$ cat src/rtl/exu_div_issue_ctl.sv
// Divide issue controller: launches one op to the fixed-latency divider, returns
// its result to writeback, and polices the latency contract.
module exu_div_issue_ctl #(
  parameter int unsigned LATENCY = 34,
  parameter int unsigned TIMEOUT = 63,
  parameter int unsigned TAG_W   = 5
) (
  input  logic             clk,
  input  logic             rst,
  input  logic             req_valid,
  output logic             req_ready,
  input  logic [31:0]      req_dividend,
  input  logic [31:0]      req_divisor,
  input  logic             req_unsign,
  input  logic             req_rem,
  input  logic [TAG_W-1:0] req_tag,
  input  logic             flush_lower,
  output logic             div_valid,
  output logic             div_unsign,
  output logic             div_rem,
  output logic [31:0]      div_dividend,
  output logic [31:0]      div_divisor,
  output logic             div_flush,
  input  logic             div_stall,
  input  logic             div_finish,
  input  logic [31:0]      div_result,
  output logic             wb_valid,
  input  logic             wb_ready,
  output logic [31:0]      wb_data,
  output logic [TAG_W-1:0] wb_tag,
  output logic             busy,
  output logic             lat_err
);

  localparam int unsigned CNT_W = 6;
  localparam logic [CNT_W-1:0] CNT_MAX = '1;
  localparam logic [CNT_W-1:0] LAT_C   = CNT_W'(LATENCY);
  localparam logic [CNT_W-1:0] TMO_C   = CNT_W'(TIMEOUT);

  typedef enum logic [1:0] {
    IDLE   = 2'd0,
    LAUNCH = 2'd1,
    WAIT   = 2'd2,
    WB     = 2'd3
  } state_t;

  state_t           state;
  logic [CNT_W-1:0] cnt;
  logic             timeout;

  // Timeout fires in the WAIT cycle whose count hits TIMEOUT with no finish.
  assign timeout   = (state == WAIT) && (cnt >= TMO_C) && !div_finish;

  // Abort must reach the divider in the same cycle as the flush or timeout.
  assign div_flush = (((state == LAUNCH) || (state == WAIT)) && flush_lower) ||
                     (timeout && !flush_lower);

  always_ff @(posedge clk or posedge rst) begin
    if (rst) begin
      state        <= IDLE;
      cnt          <= '0;
      req_ready    <= 1'b1;
      busy         <= 1'b0;
      div_valid    <= 1'b0;
      div_unsign   <= 1'b0;
      div_rem      <= 1'b0;
      div_dividend <= '0;
      div_divisor  <= '0;
      wb_valid     <= 1'b0;
      wb_data      <= '0;
      wb_tag       <= '0;
      lat_err      <= 1'b0;
    end else begin
      div_valid <= 1'b0;
      case (state)
        IDLE: begin
          cnt <= '0;
          if (req_valid && !flush_lower) begin
            div_dividend <= req_dividend;
            div_divisor  <= req_divisor;
            div_unsign   <= req_unsign;
            div_rem      <= req_rem;
            wb_tag       <= req_tag;
            div_valid    <= 1'b1;
            req_ready    <= 1'b0;
            busy         <= 1'b1;
            state        <= LAUNCH;
          end
        end
        LAUNCH: begin
          if (flush_lower) begin
            req_ready <= 1'b1;
            busy      <= 1'b0;
            state     <= IDLE;
          end else begin
            cnt   <= CNT_W'(1);
            state <= WAIT;
          end
        end
        WAIT: begin
          if (flush_lower) begin
            req_ready <= 1'b1;
            busy      <= 1'b0;
            state     <= IDLE;
          end else if (div_finish) begin
            wb_data  <= div_result;
            wb_valid <= 1'b1;
            state    <= WB;
            if (cnt != LAT_C) lat_err <= 1'b1;
          end else if (timeout) begin
            lat_err   <= 1'b1;
            req_ready <= 1'b1;
            busy      <= 1'b0;
            state     <= IDLE;
          end else begin
            // A divider that is not stalling before its finish has broken timing.
            if (!div_stall) lat_err <= 1'b1;
            if (cnt != CNT_MAX) cnt <= cnt + CNT_W'(1);
          end
        end
        WB: begin
          if (wb_ready || flush_lower) begin
            wb_valid  <= 1'b0;
            req_ready <= 1'b1;
            busy      <= 1'b0;
            state     <= IDLE;
          end
        end
        default: state <= IDLE;
      endcase
    end
  end

endmodule

$ cat config.mk
export PLATFORM = sky130hd
export DESIGN_NAME = exu_div_issue_ctl
export DESIGN_NICKNAME = d
export VERILOG_FILES = /design/src/rtl/exu_div_issue_ctl.sv
export SDC_FILE = /design/constraint.sdc
export NUM_CORES = 1
export LEC_CHECK = 0
export CELL_PAD_IN_SITES_DETAIL_PLACEMENT = 0
export CELL_PAD_IN_SITES_GLOBAL_PLACEMENT = 1
export CORE_UTILIZATION = 33
export CTS_BUF_LIST = sky130_fd_sc_hd__clkbuf_2
export CTS_CLUSTER_DIAMETER = 150
export DETAILED_ROUTE_END_ITERATION = 8
export PLACE_DENSITY_LB_ADDON = 0.1
export SYNTH_ARGS = -nofsm -noshare
export SYNTH_HDL_FRONTEND = slang
export SYNTH_SLANG_ARGS = --single-unit
$ cat constraint.sdc
create_clock -name clk -period 5.77 [get_ports clk]
set_input_delay 0.8655 -clock clk [delete_from_list [all_inputs] [get_ports clk]]
set_output_delay 0.8655 -clock clk [all_outputs]
set_load 0.02 [all_outputs]
==> impl_summary.txt, run 1 <==
----------------------------------------------------
[Run status]
  Run status ... finished clean

[Clock tree]
  Clock tree buffer depth ... 2
  Post-CTS setup buffers ... 0
  Htree depth ... 4
  Library cell used as clock root buffer ... sky130_fd_sc_hd__clkbuf_2
  CTS tree ... done
  Number of CTS-inserted buffers ... 17
  Clk_lat worst skew ... about 0.65 ns
  Post-cts repair resize count ... 0
  Number of clock sinks seen by CTS ... roughly 120
  CTS clock-pin slew for the worst setup and hold paths ... 0.17 ns
  Post-CTS Hold Buffers ... 0

[Synthesis]
  Fraction of synthesis flops using an asynchronous set or reset pin ... 1.00
  Proportion of synthesized chip area in sequential cells ... 0.623
  Mapped Avg Cell Area ... 10.2 sq um
  Flops & latches, synth ... approximately 120
  Synthesized Nets ... 574
  Number of cells produced by synthesis ... around 460
  Post-synthesis cell area ... around 4700 sq um
  Number of flops mapped to enable cells by yosys ... 0
  Yosys cell types ... 42
  Syn. warnings ... 0
  Post-synth top flop ... sky130_fd_sc_hd__dfrtp_1

[STA]
  Number of pins with negative max-slew slack in the final report ... 0
  Fin Setup TNS ... 0 ns
  Fin worst setup slack ... approximately 2.2 ns
  Endpoints failing hold ... 0
  Slew Limit Headroom ... 0.332
  RSZ-0062 raised after global routing ... false
  Worst-case clock skew ... 0.0322 ns
  Final critical delay including setup and external delays ... roughly 3.6 ns
  Actual slew at the worst max-slew pin ... 1.00 ns
  Highest clock rate ... ~280 MHz
  Part of the cycle the worst path needs ... 0.626
  Final number of setup-violating endpoints ... 0

[Global route]
  Overall routing resource usage ... 0.181
  Number of global-route vias before repair ... ~3900
  Global-route wire length before repair ... 20000 um
  Remaining global-route overflow ... 0
  Largest net degree at the start of global routing ... 83
  Initial antenna violation count ... 0

[Critical path]
  Critical-path top delay cell ... sky130_fd_sc_hd__clkdlybuf4s50_1
  Setup Crit Path Kind ... flop to output pin
  Required time worst endpoint ... between 4 and 5 ns
  Worst EP arrival ... 2.75 ns
  Element type at the critical path start ... flop
  Slowest cell delay on critical path ... about 0.67 ns
  Type of destination of the critical path ... output pin
  Cells along the critical path ... inv_1 > ha_1 > nand3_1 > o41ai_1 > clkdlybuf4s50_1
  Top fanout value on the critical path ... 9

[Cells and area]
  Antenna diode count ... 0
  Total area of multi-input combinational cells ... 1640 sq um
  Number of nets in the layout ... roughly 800
  Signed area change from the synthesized netlist to the final layout ... 54.6%
  Flip-flop and latch area ... roughly 2900 sq um
  Layout cell share with drive strength beyond 1 ... 0.0670
  Layout fillers ... ~1200

[Drt]
  Total Routed Length ... about 12000 um
  Post-detailed-route wirelength per cell ... about 14 um
  Routed Antenna Nets ... 0
  Initial DRC Count ... a little over 200
  Detailed-route via count ... between 3000 and 4000
  Post-route DRC ... 0
  Via-to-Cell Ratio ... between 4 and 5
  Number of search-and-repair iterations in the first detailed-routing pass ... 4

[Pwr]
  Total Power Consumption ... between 3 and 4 mW
  Pwr Density ... 527 nW/um^2
  Reported leakage power ... 3.43 nW
  Peak ir drop on the vdd network ... between 0.2 and 0.3 mV

[Placement]
  Weighted congestion reported at the end of routability-driven placement ... around 0.8
  Dpl hpwl ... ~8600 um
  Post-Place Worst Slack ... approximately 2.4 ns
  PortBufs ... roughly 220

[Floorplanning]
  Die area ... 14600 sq um
  Site row count ... 43
  Chip Height ... approximately 120 um
  Width of the chip ... around 120 um
  Total core area ... around 14000 sq um
  Initial standard-cell utilization of the core ... 0.337
  Number of primary I/O pins ... around 220

[Worst hold path]
  Worst hold path class ... flop to flop

[Job]
  Max-cap violations ... 0

----------------------------------------------------
==> final cells by class <==
type                            count  area share
Clock buffer                       20      0.0139
Tap cell                          180      0.0312
Multi-Input combinational cell    310       0.227
Clock inverter                      9      0.0125
Inverter                           10     0.00555
Sequential cell                   116       0.403
Timing Repair Buffer              222       0.307
==> through the flow <==
stage / util / hold WS, ns / instance area, sq um / cells
2_1_floorplan: - / 0.501 / 4660 / 457
3_3_place_gp: 0.508 / 0.457 / 7020 / 838
3_5_place_dp: 0.508 / 0.462 / 7020 / 838
4_1_cts: 0.521 / 0.488 / 7210 / 867
5_1_grt: 0.521 / 0.514 / 7210 / 867
6_report: 0.521 / 0.484 / 7210 / 867
==> report_power, final <==
| part | total [mW] | switching (mW) | internal (mW) |
|---|---|---|---|
| combinational | 1.93 | 0.997 | 0.934 |
| sequential | 1.40 | 0.203 | 1.20 |
| clock | 0.471 | 0.282 | 0.189 |
==> cells by family (layout without fill, tap and decap cells) <==
group,after synthesis,in the layout,share of synthesized area
mux,35,35,0.0850
fa+ha+maj,7,7,0.0188
buf+inv,31,261,0.0263
simple gates,241,241,0.206
compound gates,27,27,0.0416
flops,116,116,0.623
==> state kept, by name (all words and copies together) (netlist names) <==
register and cells:
lat_err 1, state 2, div_dividend 32, div_divisor 32, div_valid 1, req_ready 1, wb_valid 1, busy 1
cnt 6, div_rem 1, div_unsign 1, wb_data 32, wb_tag 5
==> per-layer routing <==
| layer | vias to the layer above | routed length [um] | track usage | share of wire |
|---|---|---|---|---|
| li1 | 1904 | - | - | - |
| met2 | 161 | 5910 | 0.289 | 0.48 |
| met4 | 0 | 153 | 0.0718 | 0.012 |
| met1 | 1807 | 5160 | 0.217 | 0.42 |
| met3 | 10 | 1150 | 0.0742 | 0.093 |
| met5 | - | 0 | 0 | 0 |
==> critical path: cells and delay by family (launching register included) <==
kind,cells,cell delay [ns]
flops,1,0.46
simple gates,1,0.21
fa+ha+maj,1,0.34
buf+inv,2,0.79
compound gates,1,0.30
==> final timing paths <==
path	cells after the start	end	slack, ns	start
worst max register to register	6	cnt[4]	3.54	state[0]
worst max-delay path	5	div_flush	2.16	state[0]
worst min-delay path	2	req_ready	0.48	req_ready
worst min register to register	2	req_ready	0.48	req_ready
max in group asynchronous	3	div_dividend[13]	3.90	rst
min in group asynchronous	2	div_dividend[1]	0.79	rst
==> synth_stat cells (all sizes together) (2+ instances only) <==
cell     instances  area share
o21ai            6      0.0064
clkbuf          15       0.012
o2bb2ai          2      0.0038
nor2b            2      0.0027
nand2          219        0.18
o41ai            2      0.0038
inv             10      0.0080
a211o            2      0.0040
mux2            34       0.083
buf              6      0.0062
dfrtp          115        0.62
nor2             4      0.0032
ha               7       0.019
o31ai            4      0.0064
a21oi            4      0.0043
nand3            4      0.0054
or2              3      0.0040
==> placed cells by master (no fill, tap or decap), types with 6 or more instances in the layout <==
cell type | synthesis | layout
sky130_fd_sc_hd__o21ai_0 | 6 | 6
sky130_fd_sc_hd__clkbuf_2 | 0 | 20
sky130_fd_sc_hd__mux2_1 | 26 | 26
sky130_fd_sc_hd__ha_1 | 7 | 7
sky130_fd_sc_hd__nand2_1 | 219 | 219
sky130_fd_sc_hd__dfrtp_1 | 115 | 115
sky130_fd_sc_hd__inv_1 | 9 | 8
sky130_fd_sc_hd__mux2_2 | 7 | 7
sky130_fd_sc_hd__clkdlybuf4s50_1 | 0 | 218
No activity file was read; power rests on OpenSTA's default activity.
==> run 2, diff against run 1 <==
--- a/config.mk
+++ b/config.mk
@@ -7,7 +7,7 @@
 export LEC_CHECK = 0
 export CELL_PAD_IN_SITES_DETAIL_PLACEMENT = 0
 export CELL_PAD_IN_SITES_GLOBAL_PLACEMENT = 1
-export CORE_UTILIZATION = 33
+export CORE_UTILIZATION = 28
 export CTS_BUF_LIST = sky130_fd_sc_hd__clkbuf_2
 export CTS_CLUSTER_DIAMETER = 150
 export DETAILED_ROUTE_END_ITERATION = 8
==> constraint.sdc (replaced) <==
create_clock -name clk -period 3.2 [get_ports clk]
set_input_delay 0.48 -clock clk [delete_from_list [all_inputs] [get_ports clk]]
set_output_delay 0.48 -clock clk [all_outputs]
set_load 0.02 [all_outputs]
==> impl_summary.txt, run 2 (synthesis gave the netlist of run 1 again) <==
----------------------------------------------------
[Global route]
  Largest net degree at the start of global routing ... 72
  Remaining global-route overflow ... 0
  Global-route wire length before repair ... between 15000 and 20000 um
  Initial antenna violation count ... 1
  Number of global-route vias before repair ... ~4000
  Overall routing resource usage ... 0.155

[Drt]
  Routed Antenna Nets ... 0
  Post-detailed-route wirelength per cell ... between 10 and 15 um
  Post-route DRC ... 0
  Initial DRC Count ... about 120
  Total Routed Length ... 12700 um
  Number of search-and-repair iterations in the first detailed-routing pass ... 4
  Detailed-route via count ... between 3000 and 4000
  Via-to-Cell Ratio ... around 4.3

[Critical path]
  Cells along the critical path ... inv_1 > ha_1 > nand3_1 > o41ai_1 > dlygate4sd2_1
  R2R Path End ... wb_data[26]
  Type of destination of the critical path ... output pin
  Critical-path top delay cell ... sky130_fd_sc_hd__dfrtp_1
  Setup Crit Path Kind ... flop to output pin
  Slowest cell delay on critical path ... about 0.44 ns
  Element type at the critical path start ... flop
  CP delay by family, top ... buffers and inverters
  Worst EP arrival ... 2.35 ns
  Critical R2R Launch ... state[0]
  Buffers & Inverters on Critical Path ... 2
  Top fanout value on the critical path ... 9
  Required time worst endpoint ... between 2 and 3 ns
  Worst reg-to-reg path cell count ... 6
  R2r setup slk ... just over 1 ns

[STA]
  Fin Setup TNS ... 0 ns
  Slew Limit Headroom ... 0.473
  Worst slack on hold paths ... about 0.28 ns
  Worst-case clock skew ... around 0.033 ns
  Actual slew at the worst max-slew pin ... roughly 0.79 ns
  Final critical delay including setup and external delays ... about 2.8 ns
  Final number of setup-violating endpoints ... 0
  Highest clock rate ... ~350 MHz
  Endpoints failing hold ... 0
  RSZ-0062 raised after global routing ... false
  Part of the cycle the worst path needs ... 0.885
  Number of pins with negative max-slew slack in the final report ... 0

[Clock tree]
  CTS tree ... done
  Number of clock sinks seen by CTS ... roughly 120
  CTS clock-pin slew for the worst setup and hold paths ... 0.17 ns
  Post-cts repair resize count ... 1
  Post-CTS setup buffers ... 0
  Clk_lat worst skew ... approximately 0.67 ns
  Library cell used as clock root buffer ... sky130_fd_sc_hd__clkbuf_2
  Htree depth ... 4
  Clock tree buffer depth ... 2
  Post-CTS Hold Buffers ... 0
  Number of CTS-inserted buffers ... 17

[Cells and area]
  Total non-filler cell area in the finished layout ... 7430 sq um
  Leading cell type in the layout, fill and taps excluded ... sky130_fd_sc_hd__nand2_1
  Commonest cells after routing, fill and taps aside ... sky130_fd_sc_hd__nand2_1 (219), sky130_fd_sc_hd__clkdlybuf4s50_1 (217), sky130_fd_sc_hd__dfrtp_1 (115)
  Signed area change from the synthesized netlist to the final layout ... 59.2%
  Final cell count without fillers ... 910
  Layout cell share with drive strength beyond 1 ... 0.0750
  Number of nets in the layout ... approximately 800
  Largest registers ... div_dividend (32), div_divisor (32), wb_data (32)
  Final cell utilization of the core ... 0.462

[Placement]
  Cell Area, Placed ... 7150 sq um
  Placed cell count ... around 880
  Dpl hpwl ... approximately 9100 um
  Weighted congestion reported at the end of routability-driven placement ... just over 0.7
  PortBufs ... 218

[Worst hold path]
  Worst hold path class ... primary input to async pin

[Pwr]
  Sequential share of power ... 0.352
  Peak ir drop on the vdd network ... just over 0.5 mV
  Switching share of total power ... 0.380
  Reported leakage power ... around 3.5 nW
  Internal Power ... ~4.4 mW
  Portion of total power attributed to the clock network ... 0.157
  Total net switching power ... about 2.7 mW
  Pwr Density ... between 900 and 1000 nW/um^2
  Combinational power share ... 0.491

[Job]
  Max-cap violations ... 0

[Run status]
  Run status ... finished clean

[Floorplanning]
  Chip Height ... roughly 130 um
  Site row count ... between 40 and 50
  Die area ... between 15000 and 20000 sq um
  Total core area ... 16100 sq um
  Initial standard-cell utilization of the core ... 0.290
  Number of primary I/O pins ... ~220
  Width of the chip ... 131 um

----------------------------------------------------
[run 2: how the worst max path moves through the flow]
stage	start	endpoint	slack [ns]	depth (start not counted)
6_report	state[0]	div_flush	0.37	5
5_1_grt	state[0]	div_flush	0.10	5
4_1_cts	state[0]	div_flush	0.24	5
3_5_place_dp	div_finish	div_flush	0.65	3
3_3_place_gp	div_finish	div_flush	0.65	3
2_1_floorplan	state[0]	div_flush	1.08	5
[run 2: power groups by stage]
stage | combinational, mW | clock [mW] | sequential [mW]
floorplan | 0.880 | 0 | 3.39
global placement | 3.54 | 0 | 2.53
detailed placement | 3.57 | 0 | 2.55
CTS | 3.57 | 1.18 | 2.53
global route | 3.80 | 1.23 | 2.63
finish | 3.51 | 1.12 | 2.52
[run 2: metal layers]
layer  share of wire  global-route usage  up-vias  wire (um)
met4           0.017              0.0568        0        214
li1                -                   -     1913          -
met2            0.48               0.258      150       6050
met3            0.11              0.0800       15       1380
met1            0.40               0.170     1852       5070
met5               0                   0        -          0
[run 2: worst reg2reg max path: stages, from the launching register on]
cell,delay [ns]
sky130_fd_sc_hd__dfrtp_1,0.44
sky130_fd_sc_hd__inv_1,0.11
sky130_fd_sc_hd__ha_1,0.32
sky130_fd_sc_hd__nand2_1,0.17
sky130_fd_sc_hd__or2_1,0.44
sky130_fd_sc_hd__buf_12,0.27
sky130_fd_sc_hd__mux2_1,0.32
[run 2: cell type report]
| cell class | instances | area, sq um |
|---|---|---|
| Clock buffer | 18 | 90.1 |
| Timing Repair Buffer | 226 | 2290 |
| Inverter | 10 | 41.3 |
| Antenna cell | 1 | 2.50 |
| Fill cell | 1519 | 8630 |
| Multi-Input combinational cell | 310 | 1640 |
| Sequential cell | 116 | 2900 |
| Clock inverter | 13 | 189 |
| Tap cell | 216 | 270 |
[run 2: through the flow]
stage | total power [mW] | setup slack, ns
2_1_floorplan | 4.27 | 1.08
3_3_place_gp | 6.07 | 0.652
3_5_place_dp | 6.12 | 0.650
4_1_cts | 7.28 | 0.235
5_1_grt | 7.65 | 0.101
6_report | 7.15 | 0.369
